===== config.mk =====
export PLATFORM = sky130hd
export DESIGN_NAME = multi_servo_controller
export DESIGN_NICKNAME = d
export VERILOG_FILES = /design/src/rtl/servo_pkg.sv /design/src/rtl/servo_pwm.sv /design/src/rtl/multi_servo_controller.sv
export SDC_FILE = /design/constraint.sdc
export NUM_CORES = 1
export LEC_CHECK = 0
export ABC_AREA = 1
export CELL_PAD_IN_SITES_DETAIL_PLACEMENT = 0
export CELL_PAD_IN_SITES_GLOBAL_PLACEMENT = 1
export CORE_AREA = 2 2 242 244
export CTS_CLUSTER_SIZE = 40
export DETAILED_ROUTE_END_ITERATION = 12
export DIE_AREA = 0 0 244 246
export PLACE_DENSITY_LB_ADDON = 0.1
export RECOVER_POWER = 100
export SLEW_MARGIN = 25
export SYNTH_ARGS = -nofsm -noshare
export SYNTH_HDL_FRONTEND = slang
export SYNTH_SLANG_ARGS = --single-unit

===== constraint.sdc =====
create_clock -name CLK -period 9.7 [get_ports CLK]
set_clock_uncertainty 0.15 [all_clocks]
set_input_delay 1.94 -clock CLK [delete_from_list [all_inputs] [get_ports CLK]]
set_output_delay 1.94 -clock CLK [all_outputs]
set_load 0.01 [all_outputs]

===== src/rtl/servo_pkg.sv =====
// Shared constants, types and arithmetic helpers for the multi-channel servo controller.
package servo_pkg;
  localparam int SERVO_MIN_US    = 650;
  localparam int SERVO_MAX_US    = 2600;
  localparam int SERVO_CENTER_US = 1500;
  localparam int JOY_MIN         = 228;
  localparam int JOY_MAX         = 830;
  localparam int FRAME_US        = 20000;
  localparam int US_W            = 12;
  localparam int FRAME_W         = 15;

  typedef logic [US_W-1:0]    us_t;
  typedef logic [FRAME_W-1:0] frame_t;

  // Clamp the joystick sample and map it linearly onto the servo pulse range.
  function automatic us_t joy_to_us(input logic [9:0] x);
    logic [9:0]  x_c;
    logic [21:0] prod;
    logic [21:0] quot;
    if (x < 10'(JOY_MIN))
      x_c = 10'(JOY_MIN);
    else if (x > 10'(JOY_MAX))
      x_c = 10'(JOY_MAX);
    else
      x_c = x;
    prod = 22'(x_c - 10'(JOY_MIN)) * 22'd1950;
    quot = prod / 22'd602;
    return us_t'(quot) + us_t'(SERVO_MIN_US);
  endfunction

  function automatic us_t slew_step(input us_t cmd, input us_t target, input us_t step);
    if (target > cmd)
      return ((target - cmd) > step) ? cmd + step : target;
    else if (cmd > target)
      return ((cmd - target) > step) ? cmd - step : target;
    else
      return cmd;
  endfunction
endpackage


===== src/rtl/servo_pwm.sv =====
// One servo pulse generator; the width is latched at frame start so a pulse is never cut short.
module servo_pwm
  import servo_pkg::*;
(
  input  logic   CLK,
  input  logic   RST_N,
  input  logic   us_tick,
  input  frame_t frame_cnt,
  input  us_t    cmd_us,
  output logic   pwm
);
  us_t  compare_reg;
  logic pwm_reg;

  always_ff @(posedge CLK or negedge RST_N) begin
    if (!RST_N) begin
      compare_reg <= us_t'(SERVO_CENTER_US);
      pwm_reg     <= 1'b0;
    end else if (us_tick) begin
      if (frame_cnt == '0) begin
        compare_reg <= cmd_us;
        pwm_reg     <= (cmd_us != '0);
      end else begin
        pwm_reg <= (frame_cnt < frame_t'(compare_reg));
      end
    end
  end

  assign pwm = pwm_reg;
endmodule


===== src/rtl/multi_servo_controller.sv =====
// Joystick-driven servo controller: button channel select, slew-limited commands,
// stale-input freeze and phase-aligned PWM outputs.
module multi_servo_controller
  import servo_pkg::*;
#(
  parameter int NUM_SERVOS  = 4,
  parameter int CLK_HZ      = 25_000_000,
  parameter int SLEW_US     = 10,
  parameter int DEBOUNCE_MS = 10,
  parameter int STALE_MS    = 100
) (
  input  logic                  CLK,
  input  logic                  RST_N,
  input  logic [9:0]            x_pos,
  input  logic                  pos_valid,
  input  logic [NUM_SERVOS-1:0] sel_btn,
  output logic [NUM_SERVOS-1:0] sel_led,
  output logic [NUM_SERVOS-1:0] pwm,
  output logic                  stale
);
  // Divisors floor at 1 so very slow clocks still produce one tick per cycle.
  localparam int US_DIV    = (CLK_HZ / 1_000_000 > 0) ? CLK_HZ / 1_000_000 : 1;
  localparam int MS_DIV    = (CLK_HZ / 1000 > 0) ? CLK_HZ / 1000 : 1;
  localparam int DB_CYCLES = (DEBOUNCE_MS * MS_DIV > 0) ? DEBOUNCE_MS * MS_DIV : 1;
  localparam int US_DIV_W  = $clog2(US_DIV + 1);
  localparam int MS_DIV_W  = $clog2(MS_DIV + 1);
  localparam int DB_W      = $clog2(DB_CYCLES + 1);
  localparam int STALE_W   = $clog2(STALE_MS + 1);
  localparam int IDX_W     = (NUM_SERVOS > 1) ? $clog2(NUM_SERVOS) : 1;

  logic [US_DIV_W-1:0]   us_div_reg;
  logic [MS_DIV_W-1:0]   ms_div_reg;
  frame_t                frame_cnt_reg;
  logic                  us_tick;
  logic                  ms_tick;
  logic [STALE_W-1:0]    stale_cnt_reg;
  logic                  stale_reg;
  logic [IDX_W-1:0]      sel_idx_reg;
  logic [IDX_W-1:0]      sel_idx_next;
  logic [IDX_W-1:0]      new_idx;
  logic [NUM_SERVOS-1:0] rise;
  us_t                   cmd_reg     [NUM_SERVOS];
  us_t                   cmd_next    [NUM_SERVOS];
  us_t                   target_reg  [NUM_SERVOS];
  us_t                   target_next [NUM_SERVOS];

  assign us_tick = (us_div_reg == '0);
  assign ms_tick = (ms_div_reg == MS_DIV_W'(MS_DIV - 1));

  always_ff @(posedge CLK or negedge RST_N) begin
    if (!RST_N) begin
      us_div_reg    <= '0;
      ms_div_reg    <= '0;
      frame_cnt_reg <= '0;
    end else begin
      us_div_reg <= (us_div_reg == US_DIV_W'(US_DIV - 1)) ? '0 : us_div_reg + 1'b1;
      ms_div_reg <= ms_tick ? '0 : ms_div_reg + 1'b1;
      if (us_tick)
        frame_cnt_reg <= (frame_cnt_reg == frame_t'(FRAME_US - 1)) ? '0 : frame_cnt_reg + 1'b1;
    end
  end

  genvar gi;
  generate
    for (gi = 0; gi < NUM_SERVOS; gi++) begin : g_btn
      logic            sync1_reg;
      logic            sync2_reg;
      logic            db_reg;
      logic [DB_W-1:0] db_cnt_reg;
      logic            db_done;

      assign db_done = (db_cnt_reg == DB_W'(DB_CYCLES - 1));

      always_ff @(posedge CLK or negedge RST_N) begin
        if (!RST_N) begin
          sync1_reg  <= 1'b0;
          sync2_reg  <= 1'b0;
          db_reg     <= 1'b0;
          db_cnt_reg <= '0;
        end else begin
          sync1_reg <= sel_btn[gi];
          sync2_reg <= sync1_reg;
          if (sync2_reg == db_reg) begin
            db_cnt_reg <= '0;
          end else if (db_done) begin
            db_reg     <= sync2_reg;
            db_cnt_reg <= '0;
          end else begin
            db_cnt_reg <= db_cnt_reg + 1'b1;
          end
        end
      end

      assign rise[gi] = sync2_reg & ~db_reg & db_done;
    end

    for (gi = 0; gi < NUM_SERVOS; gi++) begin : g_pwm
      servo_pwm u_pwm (
        .CLK       (CLK),
        .RST_N     (RST_N),
        .us_tick   (us_tick),
        .frame_cnt (frame_cnt_reg),
        .cmd_us    (cmd_reg[gi]),
        .pwm       (pwm[gi])
      );
    end
  endgenerate

  always_comb begin
    new_idx = '0;
    for (int i = NUM_SERVOS - 1; i >= 0; i--)
      if (rise[i]) new_idx = IDX_W'(i);
  end

  // A newly selected channel adopts its present command as target so it holds still.
  always_comb begin
    cmd_next     = cmd_reg;
    target_next  = target_reg;
    sel_idx_next = sel_idx_reg;
    if (pos_valid)
      target_next[sel_idx_reg] = joy_to_us(x_pos);
    if (ms_tick && !stale_reg)
      cmd_next[sel_idx_reg] = slew_step(cmd_reg[sel_idx_reg], target_reg[sel_idx_reg],
                                        us_t'(SLEW_US));
    if (|rise) begin
      sel_idx_next         = new_idx;
      target_next[new_idx] = cmd_next[new_idx];
    end
  end

  always_ff @(posedge CLK or negedge RST_N) begin
    if (!RST_N) begin
      for (int i = 0; i < NUM_SERVOS; i++) begin
        cmd_reg[i]    <= us_t'(SERVO_CENTER_US);
        target_reg[i] <= us_t'(SERVO_CENTER_US);
      end
      sel_idx_reg <= '0;
    end else begin
      cmd_reg     <= cmd_next;
      target_reg  <= target_next;
      sel_idx_reg <= sel_idx_next;
    end
  end

  always_ff @(posedge CLK or negedge RST_N) begin
    if (!RST_N) begin
      stale_reg     <= 1'b1;
      stale_cnt_reg <= '0;
    end else if (pos_valid) begin
      stale_reg     <= 1'b0;
      stale_cnt_reg <= '0;
    end else if (ms_tick && !stale_reg) begin
      if (stale_cnt_reg == STALE_W'(STALE_MS - 1)) begin
        stale_reg     <= 1'b1;
        stale_cnt_reg <= '0;
      end else begin
        stale_cnt_reg <= stale_cnt_reg + 1'b1;
      end
    end
  end

  assign stale   = stale_reg;
  assign sel_led = NUM_SERVOS'(1) << sel_idx_reg;
endmodule


======== Word level (Yosys, flattened, before mapping) ========
Index checks and enable logic that the tools add are counted.
word-level totals
  ROM bits ................................ 0
  memories kept ........................... 0
  word-level logic and storage cells ...... 170
  bits in writable memories ............... 0
  register bits ........................... 277
  output and inout bits ................... 9
  latch bits .............................. 0
  input bits .............................. 17
cells by class
  bitwise gates (word level) .............. 18
  eq/ne operators ......................... 12
  multiplexer cells ....................... 52
  magnitude comparators ................... 14
  shift-type cells ........................ 1
  div/mod/pow operators ................... 1
  add/sub/neg operators ................... 14
  $mul .................................... 1
  reductions and logical operators ........ 19
operator list
  operator                  number
  $mux W12                  13
  $bwmux W48                3
  $mux W18                  8
  $mux W48                  3
  $add A18 B1 Y18 const B   4
  $bmux W12 S2              3
  $eq A18 B18 Y1 const B    4
  $lt A15 B12 Y1            4
  $demux W12 S2             2
  $reduce_bool A12 Y1       4
  $add A15 B1 Y15 const B   2
  $eq A15 B15 Y1 const B    2
  $mux W10                  3
  $mux W15                  2
  $gt A12 B12 Y1            2
  $gt A12 B4 Y1 const B     2
  $sub A12 B12 Y12          2
  $div A22 B10 Y22 const B  1
  $mul A22 B10 Y21 const B  1
  $mux W7                   3
  $logic_not A15 Y1         1
  $add A12 B10 Y12 const B  1
  $add A12 B4 Y12 const B   1
  $reduce_and A2 Y1         6
  23 further kinds          55

======== Logic depth before layout (Yosys ltp) ========
Gate-level depths: netlist (run 1).
  depth in word-level cells ............... 17
  mapped depth ............................ 154
  gate-level depth less buffers ........... 148

======== Hierarchy ========
From an unflattened synthesis (run 1), not the netlist that was laid out.
second synthesis, totals
  cell total of the unflattened synthesis .. 4517
  area, all modules ....................... 30071.3 um^2
by module, submodules not included
  module                  seq. area each (um^2)  cells an instance  instances  area an instance (um^2)
  multi_servo_controller  5701.7                 3973               1          26047.5
  servo_pwm               334.1                  136                4          1006.0

======== Least setup slack after synthesis (run 1) ========
OpenSTA, ideal clock, no wires.
  path type ............................... input to register
  start point ............................. input x_pos[6]
  end point ............................... register target_reg[47] (netlist name)
  buffers on the path ..................... 13
  required time ........................... 9398 ps
  arrival ................................. 17659 ps
  path slack .............................. -8261 ps
  setup time .............................. 152 ps
  stages .................................. 128
  cell sequence ........................... nand2_1 -> nor2_1 -> nand2_1 -> nand2_2 -> inv_1 -> nor2_1 -> nand2_1 -> inv_1 -> ha_1 -> nand3_2 -> nand2_2 -> nand2_2 -> buf_6 -> inv_1 -> ha_1 -> ha_1 -> inv_1 -> fa_1 -> (+92 left out) -> buf_12 -> nor2_2 -> nor2_4 -> nand2_1 -> nor2_1 -> nand2_1 -> nand2_1 -> inv_4 -> nand3_2 -> buf_6 -> ha_1 -> nor2_1 -> nor4_1 -> o21ai_0 -> a21oi_1 -> xor2_1 -> o211ai_1 -> a21boi_0
RTL lines
  element                         RTL line                       RTL
  start: declaration              multi_servo_controller.sv:14   input logic [9:0] x_pos,
  end signal: indexed assignment  multi_servo_controller.sv:135  target_reg[i] <= us_t'(SERVO_CENTER_US);
  end signal: assignment          multi_servo_controller.sv:140  target_reg <= target_next;
  end: declaration                multi_servo_controller.sv:44   us_t target_reg [NUM_SERVOS];

==> impl_results.md, run 1 <==
* Die area at 60,000 um^2
* Inserted Clock Buffers at 28
* Antenna viol nets, final at 0
* Max_slew headroom at -297%
* Placed cell area at 35,400 um^2
* HP Start: g_btn[2].sync1_reg
* Syn. warnings at 0
* Synth area leaders: dfrtp_1 16%, nand2_1 11%, dfstp_2 7.6%, inv_1 7.3%, ha_1 6.1%
* Routed vias at 30.4k
* Largest family of logic cells by synthesized area: simple AND/OR/NAND/NOR gates
* Ant diodes at 0
* Register area share after synthesis at 23.8%
* Global Route met1 Usage at 38.1%
* Min setup slack post-route at -7.59 ns
* Hold path depth at 0
* Vias in the first global route at 29.6k
* Initial antenna violation count at 1
* Final setup viols at 48
* Hold Crit Class: reg2reg
* CP max FO at 8
* Max-Cap Viols at 3
* Max reg flops at 72
* CTS max path bufs at 3
* Synth Instances at 4,200
* Fmax at 57.8 MHz
* Fin crit share at 178%
* Worst reg-to-reg setup slack at 1.36 ns
* Area of the multi-input gates at 21,600 um^2
* WS Path Type: in2reg
* Cell area after synthesis at 29,600 um^2
* Clock sinks at 277
* Slew Limit Fails at 245
* Average cell area after synthesis at 7.04 um^2
* Clock slew at reported path FFs at 0.07 ns
* Layout Nets at 5,170
* Clock latency at the later pin of the worst-skew pair at 0.57 ns
* Busiest metal layer after global routing: met2
* Met3 Usage GRT at 2.78%
* Fin crit period at 17.29 ns
* Port Buf Inserts at 25
* Finished Cell Area at 40,000 um^2
* Library cells used by synthesis at 81
* Required @ worst endpoint at 10.04 ns
* Mapped Nets at 4,397
* Worst hold margin at 0.198 ns
* DRC Markers at 0
* CP peak stage delay at 0.50 ns
* Status: complete, but fails checks
* Grt ovf at 0
* Adder-Cell Fraction of Synth Area at 8.53%
* H-tree depth at 1
* DP HPWL at 68,600 um
* Routability congestion estimate at 0.911
* Least-Margin Pin Slew at 5.96 ns
* Fin. Hold Viols at 0
* Startpoint class of the critical path: input port
* Fillers at 4,829
* Mux contribution to synthesized area at 0.0677%
* Area fraction in compound gates after synthesis at 13.3%
* Pin count of the biggest net entering global routing at 166
* Yosys reg bits at 277
* Failing checks: capacitance limit, slew limit, setup timing
* Worst Hold Path EP: g_btn[2].sync2_reg
* Sequential Area at 7040 um^2
* Wire length of the first global-routing pass at 148,000 um
* CTS Hold Buffers Added at 0
* Synth top area share at 16.3%
* Post-synthesis xor/xnor area fraction at 3.73%
* Share of layout cells above drive strength 1 at 37.9%
* Reg2reg path depth at 21
* Initial core utilization at 51.5%
* DRT iter0 DRCs at 1,881
* Vias per cell at 5.28
* CP arrival at 17.64 ns
* I/O pin count at 26
* Area share of and/or/nand/nor cells after synthesis at 39.2%
* Leading area contributor after synthesis: dfrtp_1
* RSZ-0062 raised after global routing: true
* Post-Route Utilization at 69.8%
* Core area at 57,400 um^2
* Async SR Flop Fraction at 100%
* Drt pass-1 iters at 5
* Met2 Use GR at 52.6%
* Post-synth EDFFs at 0
* Average wire per standard cell at 15.9 um
* Critical Path Most Common Cell: nand2_4
* Ys flop type: dfrtp_1
* Total Routing Usage GR at 29.9%
* Die Wd at 244 um
* CTS root buffer: clkbuf_16
* TritonCTS clock tree: yes
* Slowest CP cell: fa_1
* Post-Route WL at 91,900 um
* # rows at 88
* Critical R2R Launch: sel_idx_reg[1]
* Critical Path Sink Type: flip-flop
* FF-to-FF End: target_reg[9]
* CP Launch Point: x_pos[4]
* Die height at 246 um
* Syn-to-layout area delta at 35.4%
==> area by class of cell <==
class                      instances  area share, %
multi-input combinational       3171           53.9
sequential                       277           17.6
timing repair buffer             836           17.2
inverter                         659           6.42
tap                              765           2.39
clock buffer                      38           2.02
clock inverter                    14          0.431
==> stage by stage <==
stage,instances,TNS (ns),setup WS [ns]
after detailed placement,5547,-407.14,-8.85
after global routing,5760,-435.81,-8.54
after global placement,5546,-395.49,-8.53
final,5760,-354.36,-7.59
after floorplan,4200,-339.24,-7.60
after CTS,5722,-334.17,-7.18
==> layout by cell type (no fill, tap or decap), types with 54 or more instances in the layout <==
| cell type | instances |
|---|---|
| a21oi_1 | 207 |
| buf_4 | 723 |
| buf_6 | 54 |
| dfrtp_1 | 192 |
| dfstp_2 | 85 |
| ha_1 | 130 |
| inv_1 | 540 |
| inv_2 | 80 |
| nand2_1 | 730 |
| nand2_2 | 232 |
| nand2_4 | 174 |
| nand3_1 | 215 |
| nand3_2 | 82 |
| nand4_1 | 95 |
| nor2_1 | 301 |
| nor2_2 | 62 |
| nor2_4 | 64 |
| nor3_1 | 89 |
| o21ai_0 | 157 |
| xor2_1 | 92 |
==> kinds of logic after synthesis <==
family / count (synthesis)
compound gates: 644
buf+inv: 758
simple gates: 2213
other cells: 1
fa+ha+maj: 180
flops: 277
xor+xnor: 125
mux: 2
==> how the worst max path moves through the flow <==
stage | end | slack (ns) | cells past startpoint
final | target_reg[30] | -7.59 | 133
after global routing | target_reg[47] | -8.54 | 137
after CTS | target_reg[47] | -7.18 | 125
after detailed placement | target_reg[47] | -8.85 | 122
after global placement | target_reg[47] | -8.53 | 117
after floorplan | target_reg[47] | -7.60 | 134
==> synthesized netlist by cell type, drive strengths merged, types with 3 or more instances <==
| cell | instances |
|---|---|
| xor2 | 103 |
| a41oi | 4 |
| ha | 144 |
| and2 | 13 |
| a22o | 10 |
| nor3b | 15 |
| and3 | 7 |
| nand2 | 1149 |
| dfrtp | 192 |
| a211oi | 5 |
| nand3 | 339 |
| o2111ai | 6 |
| a221oi | 17 |
| o21a | 20 |
| o211ai | 12 |
| clkbuf | 54 |
| o21bai | 9 |
| nor2 | 429 |
| xnor2 | 22 |
| a2111oi | 3 |
| fa | 36 |
| o21ai | 198 |
| dfstp | 85 |
| buf | 42 |
| or2 | 8 |
| inv | 641 |
| a22oi | 36 |
| a21o | 6 |
| o22ai | 16 |
| a31oi | 17 |
| a21boi | 13 |
| o311ai | 3 |
| clkinv | 18 |
| o31ai | 3 |
| nand3b | 10 |
| a21oi | 256 |
| nor4 | 39 |
| nand4 | 101 |
| nor3 | 102 |
==> critical path, delay by kind of cell <==
family,cells,cell delay [ns]
xor+xnor,1,0.09
simple gates,82,8.07
buf+inv,34,3.44
fa+ha+maj,6,2.22
compound gates,10,1.79
==> per-layer routing <==
layer,vias to the layer above,wire (um)
li1,15257,-
met1,14256,39100
met2,727,45000
met3,194,4130
met4,0,3610
met5,-,0
==> what timing repair did <==
action,in CTS,in global routing
endpoints found under the hold margin,0,0
gates cloned,12,0
buffers inserted,114,41
pin swaps,165,163
endpoints found under the setup margin,48,48
gates resized for setup,351,256
Power of run 1 is not shown: default switching activity piles up to over one toggle a cycle in this logic, so the estimate is an artifact.
==> inputs of run 2 (changes only) <==
--- a/config.mk
+++ b/config.mk
@@ -12,7 +12,8 @@
 export CTS_CLUSTER_SIZE = 40
 export DETAILED_ROUTE_END_ITERATION = 12
 export DIE_AREA = 0 0 244 246
-export PLACE_DENSITY_LB_ADDON = 0.1
+export HOLD_SLACK_MARGIN = 0.03
+export PLACE_DENSITY_LB_ADDON = 0.05
 export RECOVER_POWER = 100
 export SLEW_MARGIN = 25
 export SYNTH_ARGS = -nofsm -noshare
==> impl_results.md, run 2 (synthesized netlist as in run 1, its figures left out) <==
* Status: complete, but fails checks
* Failing checks: capacitance limit, slew limit, setup timing
* Routed wl met2 at 44,300 um
* Inserted Clock Buffers at 28
* Max-Cap Viols at 4
* Die Wd at 244 um
* Drt pass-1 iters at 8
* CP arrival at 17.64 ns
* Initial antenna violation count at 1
* Syn-to-layout area delta at 32.8%
* Initial core utilization at 51.5%
* WS Path Type: in2reg
* Reg2reg path depth at 21
* Clock slew at reported path FFs at 0.07 ns
* Fin crit share at 179%
* Layout Nets at 5,148
* Vias per cell at 5.25
* Hold Crit Class: reg2reg
* WL met1 at 39,200 um
* Worst reg-to-reg setup slack at 2.07 ns
* Most frequent cells in the layout: 754 x nand2_1, 712 x buf_4, 549 x inv_1
* Post-Route Utilization at 68.4%
* Min setup slack post-route at -7.65 ns
* Critical Path Sink Type: flip-flop
* Vias in the first global route at 29.6k
* Critical Path Most Common Cell: nand2_4
* CP peak stage delay at 0.50 ns
* # rows at 88
* Hold path depth at 0
* Clock latency at the later pin of the worst-skew pair at 0.58 ns
* Die area at 60,000 um^2
* Average wire per standard cell at 15.6 um
* Die height at 246 um
* Clock sinks at 277
* Antenna viol nets, final at 0
* Worst path depth at 135
* Grt ovf at 0
* CTS max path bufs at 3
* TritonCTS clock tree: yes
* Startpoint class of the critical path: input port
* RSZ-0062 raised after global routing: true
* Worst Hold Path EP: g_btn[0].sync2_reg
* I/O pin count at 26
* Delay-heaviest family, CP: simple AND/OR/NAND/NOR gates
* Slowest CP cell: fa_1
* Slew Limit Fails at 372
* CP max FO at 9
* Fillers at 5,015
* HP Start: g_btn[0].sync1_reg
* Port Buf Inserts at 25
* DRT iter0 DRCs at 1,924
* Final setup viols at 48
* Routability congestion estimate at 0.914
* Metal3 WL at 3470 um
* Wire length of the first global-routing pass at 146,000 um
* CTS Hold Buffers Added at 0
* Critical R2R Launch: sel_idx_reg[1]
* Share of layout cells above drive strength 1 at 36.0%
* Commonest non-fill, non-tap cell in the layout: nand2_1
* CTS root buffer: clkbuf_16
* DRC Markers at 0
* Fmax at 57.6 MHz
* Total Routing Usage GR at 29.3%
* DP HPWL at 68,100 um
* Top layer in use: met4
* Least-Margin Pin Slew at 4.28 ns
* Max_slew headroom at -185%
* Fin crit period at 17.35 ns
* Pin count of the biggest net entering global routing at 152
* Max reg flops at 72
* Required @ worst endpoint at 9.98 ns
* Fin. Hold Viols at 0
* Routed vias at 30.1k
* Ant diodes at 0
* H-tree depth at 1
* Post-Route WL at 89,400 um
* Crit path buf inv count at 31
* FF-to-FF End: target_reg[6]
* Core area at 57,400 um^2
run 2: metal layers:
layer | track usage (%) | vias up
li1 | - | 15232
met1 | 38.1 | 14159
met2 | 52.3 | 613
met3 | 1.97 | 127
met4 | 8.41 | 0
met5 | 0 | -
run 2: area by class of cell:
cell class	count	area, um^2	share of cell area [%]
Clock buffer	43	901	2.30
Clock inverter	9	51.3	0.131
Inverter	659	2550	6.51
Multi-Input combinational cell	3173	21100	53.8
Sequential cell	277	7040	17.9
Tap cell	765	957	2.44
Timing Repair Buffer	812	6640	16.9
run 2: how the worst max path moves through the flow:
stage | slack, ns | end | from
after global routing | -8.64 | target_reg[24] | x_pos[7]
after floorplan | -7.60 | target_reg[47] | x_pos[6]
after global placement | -8.92 | target_reg[47] | x_pos[6]
final | -7.65 | target_reg[47] | x_pos[7]
after detailed placement | -9.11 | target_reg[47] | x_pos[6]
after CTS | -7.33 | target_reg[47] | x_pos[5]
run 2: timing repair:
item | 4_1_cts | 5_1_grt
pin swaps | 109 | 99
setup endpoints to repair | 48 | 48
resized for setup | 275 | 190
gates cloned | 8 | 2
setup buffers | 87 | 32
run 2: metrics by stage:
| step | instances | setup slack [ns] | TNS, ns | cell area (um^2) | hold WS (ns) |
|---|---|---|---|---|---|
| after detailed placement | 5556 | -9.11 | -420.91 | 35600 | 0.193 |
| after global placement | 5555 | -8.92 | -412.92 | 35600 | 0.189 |
| after floorplan | 4200 | -7.60 | -339.24 | 30000 | 0.181 |
| after global routing | 5738 | -8.64 | -443.57 | 39300 | 0.223 |
| final | 5738 | -7.65 | -353.15 | 39300 | 0.213 |
| after CTS | 5702 | -7.33 | -339.26 | 38300 | 0.217 |
Power of run 2 is left out for the same reason.
